$ cat src/rtl/iob_split_n_pkg.sv
// Package: iob_split_n_pkg
// Shared definitions for the 1-master/N-slave native-bus splitter:
//   - state_t   : splitter FSM state encodings (IDLE/BUSY/ERR)
//   - ERR_RDATA : read data returned with an error response
//   - sel_width : width of the slave-select address field for a slave count
package iob_split_n_pkg;

    typedef enum logic [1:0] {
        ST_IDLE = 2'd0,
        ST_BUSY = 2'd1,
        ST_ERR  = 2'd2
    } state_t;

    localparam int unsigned ERR_RDATA = 0;

    // Number of address bits needed to index n_slaves ports (at least 1).
    function automatic int sel_width(input int n_slaves);
        return (n_slaves <= 2) ? 1 : $clog2(n_slaves);
    endfunction

endpackage

$ cat src/rtl/iob_split_wdog.sv
// Module: iob_split_wdog
// Transaction watchdog for the splitter. Counts BUSY cycles in which the
// selected slave has not answered; flags expiry when the count reaches
// all-ones. The count saturates there so the flag stays stable.
// Ports:
//   clk      in  system clock
//   rst      in  synchronous active-high reset
//   clear    in  restart the count (new transaction accepted)
//   tick     in  one waiting cycle elapsed
//   expired  out count is all-ones
module iob_split_wdog #(
    parameter int CNT_W = 8
) (
    input  logic clk,
    input  logic rst,
    input  logic clear,
    input  logic tick,
    output logic expired
);

    logic [CNT_W-1:0] cnt_reg;

    always_ff @(posedge clk) begin
        if (rst || clear) begin
            cnt_reg <= '0;
        end else if (tick && !(&cnt_reg)) begin
            cnt_reg <= cnt_reg + 1'b1;
        end
    end

    assign expired = &cnt_reg;

endmodule

$ cat src/rtl/iob_split_n.sv
// Module: iob_split_n
// Parametrised 1-master/N-slave native-bus splitter. The request is
// registered on acceptance and the slave index, taken from
// addr[P_SLAVES -: SEL_W], is held for the whole transaction. Indices with
// no slave behind them get a one-cycle error response.
// Optional feature macro: IOB_SPLIT_TIMEOUT_EN adds a watchdog that ends a
// BUSY transaction with an error after 2**TIMEOUT_W-1 unanswered cycles.
// Ports:
//   clk, rst                   clock, synchronous active-high reset
//   m_valid/m_addr/m_wdata/m_wstrb   master request (wstrb==0 means read)
//   m_rdata/m_ready/m_err      master response (rdata zero unless m_ready)
//   s_valid                    one-hot slave request
//   s_addr/s_wdata/s_wstrb     registered request, broadcast to slaves
//   s_rdata/s_ready            per-slave response, slave i at [i*DATA_W +: DATA_W]
module iob_split_n
    import iob_split_n_pkg::*;
#(
    parameter int N_SLAVES  = 4,
    parameter int ADDR_W    = 32,
    parameter int DATA_W    = 32,
    parameter int P_SLAVES  = 31,
    parameter int TIMEOUT_W = 8
) (
    input  logic                     clk,
    input  logic                     rst,
    input  logic                     m_valid,
    input  logic [ADDR_W-1:0]        m_addr,
    input  logic [DATA_W-1:0]        m_wdata,
    input  logic [DATA_W/8-1:0]      m_wstrb,
    output logic [DATA_W-1:0]        m_rdata,
    output logic                     m_ready,
    output logic                     m_err,
    output logic [N_SLAVES-1:0]      s_valid,
    output logic [ADDR_W-1:0]        s_addr,
    output logic [DATA_W-1:0]        s_wdata,
    output logic [DATA_W/8-1:0]      s_wstrb,
    input  logic [N_SLAVES*DATA_W-1:0] s_rdata,
    input  logic [N_SLAVES-1:0]      s_ready
);

    localparam int SEL_W = sel_width(N_SLAVES);

    // Reject configurations outside the supported range at elaboration.
    generate
        if (N_SLAVES < 2 || N_SLAVES > 16 || TIMEOUT_W < 1 ||
            P_SLAVES >= ADDR_W || P_SLAVES < SEL_W - 1 || DATA_W % 8 != 0) begin : g_bad_params
            $error("iob_split_n: illegal parameter combination");
        end
    endgenerate

    state_t              state_reg;
    logic [SEL_W-1:0]    sel_reg;
    logic [ADDR_W-1:0]   s_addr_reg;
    logic [DATA_W-1:0]   s_wdata_reg;
    logic [DATA_W/8-1:0] s_wstrb_reg;

    logic [SEL_W-1:0]    sel_field;
    logic                sel_ok;
    logic                busy;
    logic                capture;
    logic                ready_sel;
    logic                timeout_hit;
    logic [DATA_W-1:0]   rdata_mux;
    logic [DATA_W-1:0]   slave_data [N_SLAVES];

    assign sel_field = m_addr[P_SLAVES -: SEL_W];
    assign sel_ok    = int'(sel_field) < N_SLAVES;
    assign busy      = (state_reg == ST_BUSY);
    assign capture   = (state_reg == ST_IDLE) && m_valid;

    // s_valid is a pure decode of registered state, so it changes only on
    // clock edges. Each slave's read data is gated by its own select so the
    // OR-reduction below forms the read mux.
    generate
        for (genvar gi = 0; gi < N_SLAVES; gi++) begin : g_slave
            assign s_valid[gi]    = busy && (sel_reg == SEL_W'(gi));
            assign slave_data[gi] = s_valid[gi] ? s_rdata[gi*DATA_W +: DATA_W] : '0;
        end
    endgenerate

    always_comb begin
        rdata_mux = '0;
        for (int i = 0; i < N_SLAVES; i++) begin
            rdata_mux = rdata_mux | slave_data[i];
        end
    end

    // Only the selected slave's ready counts; others are masked by s_valid.
    assign ready_sel = |(s_ready & s_valid);

`ifdef IOB_SPLIT_TIMEOUT_EN
    logic wdog_expired;

    iob_split_wdog #(
        .CNT_W   (TIMEOUT_W)
    ) u_wdog (
        .clk     (clk),
        .rst     (rst),
        .clear   (capture),
        .tick    (busy && !ready_sel),
        .expired (wdog_expired)
    );

    // A slave answer in the expiry cycle takes priority over the timeout.
    assign timeout_hit = busy && wdog_expired && !ready_sel;
`else
    assign timeout_hit = 1'b0;
`endif

    always_ff @(posedge clk) begin
        if (rst) begin
            state_reg   <= ST_IDLE;
            sel_reg     <= '0;
            s_addr_reg  <= '0;
            s_wdata_reg <= '0;
            s_wstrb_reg <= '0;
        end else begin
            case (state_reg)
                ST_IDLE: begin
                    if (m_valid) begin
                        s_addr_reg  <= m_addr;
                        s_wdata_reg <= m_wdata;
                        s_wstrb_reg <= m_wstrb;
                        sel_reg     <= sel_field;
                        state_reg   <= sel_ok ? ST_BUSY : ST_ERR;
                    end
                end
                ST_BUSY: begin
                    if (ready_sel || timeout_hit) begin
                        state_reg <= ST_IDLE;
                    end
                end
                ST_ERR: begin
                    state_reg <= ST_IDLE;
                end
                default: begin
                    state_reg <= ST_IDLE;
                end
            endcase
        end
    end

    assign s_addr  = s_addr_reg;
    assign s_wdata = s_wdata_reg;
    assign s_wstrb = s_wstrb_reg;

    // Error responses (decode or timeout) complete with zero data.
    assign m_err   = (state_reg == ST_ERR) || timeout_hit;
    assign m_ready = ready_sel || m_err;
    assign m_rdata = ready_sel ? rdata_mux : DATA_W'(ERR_RDATA);

endmodule

$ cat config.mk
export PLATFORM = sky130hd
export DESIGN_NAME = iob_split_n
export DESIGN_NICKNAME = d
export VERILOG_FILES = /design/src/rtl/iob_split_n_pkg.sv /design/src/rtl/iob_split_wdog.sv /design/src/rtl/iob_split_n.sv
export SDC_FILE = /design/constraint.sdc
export NUM_CORES = 1
export LEC_CHECK = 0
export ABC_AREA = 1
export BUFFER_PORTS_ARGS = -buffer_cell sky130_fd_sc_hd__buf_2
export CAP_MARGIN = 0
export CORE_MARGIN = 5
export CORE_UTILIZATION = 29
export DETAILED_ROUTE_END_ITERATION = 10
export PLACE_DENSITY_LB_ADDON = 0.15
export SYNTH_ARGS = -nofsm -noshare
export SYNTH_HDL_FRONTEND = slang
export SYNTH_SLANG_ARGS = --single-unit
$ cat constraint.sdc
create_clock -name clk -period 2 [get_ports clk]
set_input_delay 0.5 -clock clk [delete_from_list [all_inputs] [get_ports clk]]
set_output_delay 0.5 -clock clk [all_outputs]
set_load 0.05 [all_outputs]
==> metrics.md <==
| Metric | Value |
|---|---|
| Post-synthesis mux area share | `0%` |
| Post-synthesis compound-gate area fraction | `just over 10%` |
| Fmax | `around 460 MHz` |
| Startpoint types | `register` |
| Worst setup margin | `-0.190 ns` |
| Synthesized area per cell | `6.60 µm²` |
| NumNets Final | `between 1000 and 1500` |
| PD cells | `722 nW/µm²` |
| Detailed-route vias per instance | `roughly 4.7` |
| Failing checks | `negative setup slack` |
| Area Overhead vs Synth | `63.8%` |
| CTS Sinks | `just under 70` |
| Max reg flops | `32` |
| Hold buffers post-CTS | `0` |
| Initial core utilization | `between 20 and 30%` |
| Endpoints failing setup | `33` |
| Warnings from Yosys | `0` |
| Vias in the first global route | `between 4000 and 5000` |
| Count of state elements after synthesis | `69` |
| Cell area after synthesis | `between 3000 and 4000 µm²` |
| Seq/Total Area, Yosys | `39.7%` |
| Post-synth top area share | `39.7%` |
| Leading area contributor after synthesis | `dfxtp_1` |
| GR Layer Usage met3 | `roughly 5.2%` |
| DRT antenna net count | `0` |
| Commonest cells in the synthesized netlist | `264 x nand2_1, 69 x dfxtp_1, 67 x a21oi_1` |
| Total grt overflow | `0` |
| Rows | `40` |
| Clock root cell | `clkbuf_16` |
| Max Buffers Root-to-Sink | `2` |
| Routed WL per cell | `between 10 and 15 µm` |
| Sequential Area | `approximately 1400 µm²` |
| DIE WIDTH | `120 µm` |
| Adder-cell share of the synthesized area | `0%` |
| H-Tree Depth | `3` |
| RePlAce Congestion | `0.901` |
| Core region area | `~12000 µm²` |
| Required time worst endpoint | `~1.5 ns` |
| DR iter-0 viols | `about 280` |
| Final Core Density | `48.0%` |
| Worst-path clk slew | `~0.050 ns` |
| Arr. time, crit path | `approximately 1.7 ns` |
| GRT Overall Usage | `about a fifth` |
| Clock skew | `~0.0044 ns` |
| Final WL | `around 15000 µm` |
| Xor and xnor fraction of the mapped netlist area | `0%` |
| Minimum clock period after layout | `around 2.2 ns` |
| GRT Max-Usage Layer | `met2` |
| First drt pass iteration count | `6` |
| # fillers | `around 1200` |
| Met1 Track Usage GR | `between 10% and 20%` |
| Cell count after synthesis | `527` |
| Slew Viols, Final | `0` |
| Skew-Pair Late Insertion Delay | `0.33 ns` |
| Worst Path Max Fanout | `33` |
| Element type at the critical path end | `primary output` |
| Synth Area in Simple Gates | `a little over two fifths` |
| IO Pins | `~310` |
| Fin area | `approximately 5700 µm²` |
| CTS Buf Count | `9` |
| Status | `complete, but fails checks` |
| Global-route wire length before repair | `roughly 22000 µm` |
| Initial antenna violation count | `2` |
| Largest net degree at the start of global routing | `54` |
| CTS tree | `yes` |
| Fin Hold WS | `0.419 ns` |
| Relative slew margins | `approximately 61%` |
| Drc violations | `0` |
| Via count | `~4600` |
| Unrepaired setup endpoints after global routing | `yes` |
| Height of the die | `120 µm` |
| Hold Violations, Final | `0` |
| Worst VDD drop | `~0.0005 V` |
| Top cells by area, synth | `dfxtp_1 40%, nand2_1 28%, a21oi_1 9.6%` |
| Dpl hpwl | `between 10000 and 15000 µm` |
| Max Cap Viol | `0` |
| Async set-reset flop share out of synthesis | `0%` |
| Main synth FF type | `dfxtp_1` |
| Most common cell in the netlist | `nand2_1` |
| Leakage | `2.88 nW` |
| Hold crit path type | `in2reg` |
| Cell variety after synth | `18` |
| Syn Nets | `730` |
| Port Buf Inserts | `between 300 and 400` |
| Number of flops mapped to enable cells by yosys | `0` |
| Share of cells above drive strength 1 | `a little over two fifths` |
| Final period util | `110%` |
| Largest family of logic cells by synthesized area | `simple AND/OR/NAND/NOR gates` |
| Area of the multi-input gates | `roughly 1800 µm²` |
| Kind of critical path | `reg2out` |
| Slew @ Worst Pin | `0.584 ns` |
| Placed Area | `slightly above 5000 µm²` |
| Die area | `between 10000 and 15000 µm²` |
| Post-CTS Setup Bufs | `0` |
| Met2 Use GR | `35.8%` |
## path summary, 6_finish.rpt
| check | from | end | slack [ns] | depth (start not counted) |
|---|---|---|---|---|
| worst max register to register | state_reg[0] | s_addr[23] | 0.60 | 6 |
| worst max-delay path | state_reg[0] | m_rdata[20] | -0.19 | 8 |
| worst min-delay path | m_wdata[20] | s_wdata[20] | 0.42 | 3 |
| worst min register to register | s_wstrb[1] | s_wstrb[1] | 0.46 | 2 |
## per-layer routing
metal	vias up	share of wire, %
li1	2279	-
met1	2052	36
met2	220	53
met3	19	8.9
met4	0	1.8
met5	-	0
## worst max-delay path, cell delays in order (launching register included)
cell	delay, ns
dfxtp_2	0.34
buf_4	0.15
nand4_1	0.08
nand2_1	0.07
nor2_2	0.14
inv_2	0.06
buf_12	0.15
and2_2	0.21
buf_6	0.15
## through the flow
step	worst slack (ns)	setup TNS, ns	cells	power [mW]
after floorplan	0.0235	0	527	2.25
after global placement	0.0191	0	956	2.63
after detailed placement	-0.0173	-0.0667	956	2.65
after CTS	-0.201	-5.56	972	4.15
after global routing	-0.266	-7.93	975	4.30
final	-0.190	-5.11	975	4.11
## what timing repair did
item,4_1_cts,5_1_grt
pin swaps,1,0
hold endpoints to repair,0,0
endpoints found under the setup margin,33,35
resized for setup,65,5
gates cloned,0,1
## power by group
group / internal [mW] / leakage, nW / switching (mW)
clock: 0.899 / 0.138 / 0.562
sequential: 1.47 / 0.568 / 0.0515
combinational: 0.387 / 2.18 / 0.744
## kinds of logic (layout without fill, tap and decap cells)
| logic type | Yosys count | after routing |
|---|---|---|
| and+or+nand+nor | 340 | 340 |
| AOI/OAI and AO/OA | 69 | 69 |
| DFF | 69 | 69 |
| buffers and inverters | 48 | 347 |
| other | 1 | 3 |
## cell type report
cell class | instances | area share (%)
Sequential cell | 69 | 24.3
Antenna cell | 2 | 0.0878
Multi-Input combinational cell | 410 | 32.1
Clock buffer | 12 | 4.50
Timing Repair Buffer | 322 | 34.8
Tap cell | 147 | 3.23
Inverter | 9 | 0.593
Clock inverter | 4 | 0.395
## cells in the final DEF (no fill, tap or decap), drive strengths merged, types with 2 or more instances in the layout
cell type | synthesis | routed
buf | 34 | 320
nand2 | 264 | 264
dfxtp | 69 | 69
a21oi | 67 | 67
nand4 | 35 | 35
and2 | 32 | 32
clkbuf | 5 | 14
inv | 9 | 9
nor2 | 5 | 5
nand3 | 4 | 4
clkinv | 0 | 3
diode | 0 | 2
a211oi | 2 | 2
No activity file was read; power rests on OpenSTA's default activity.
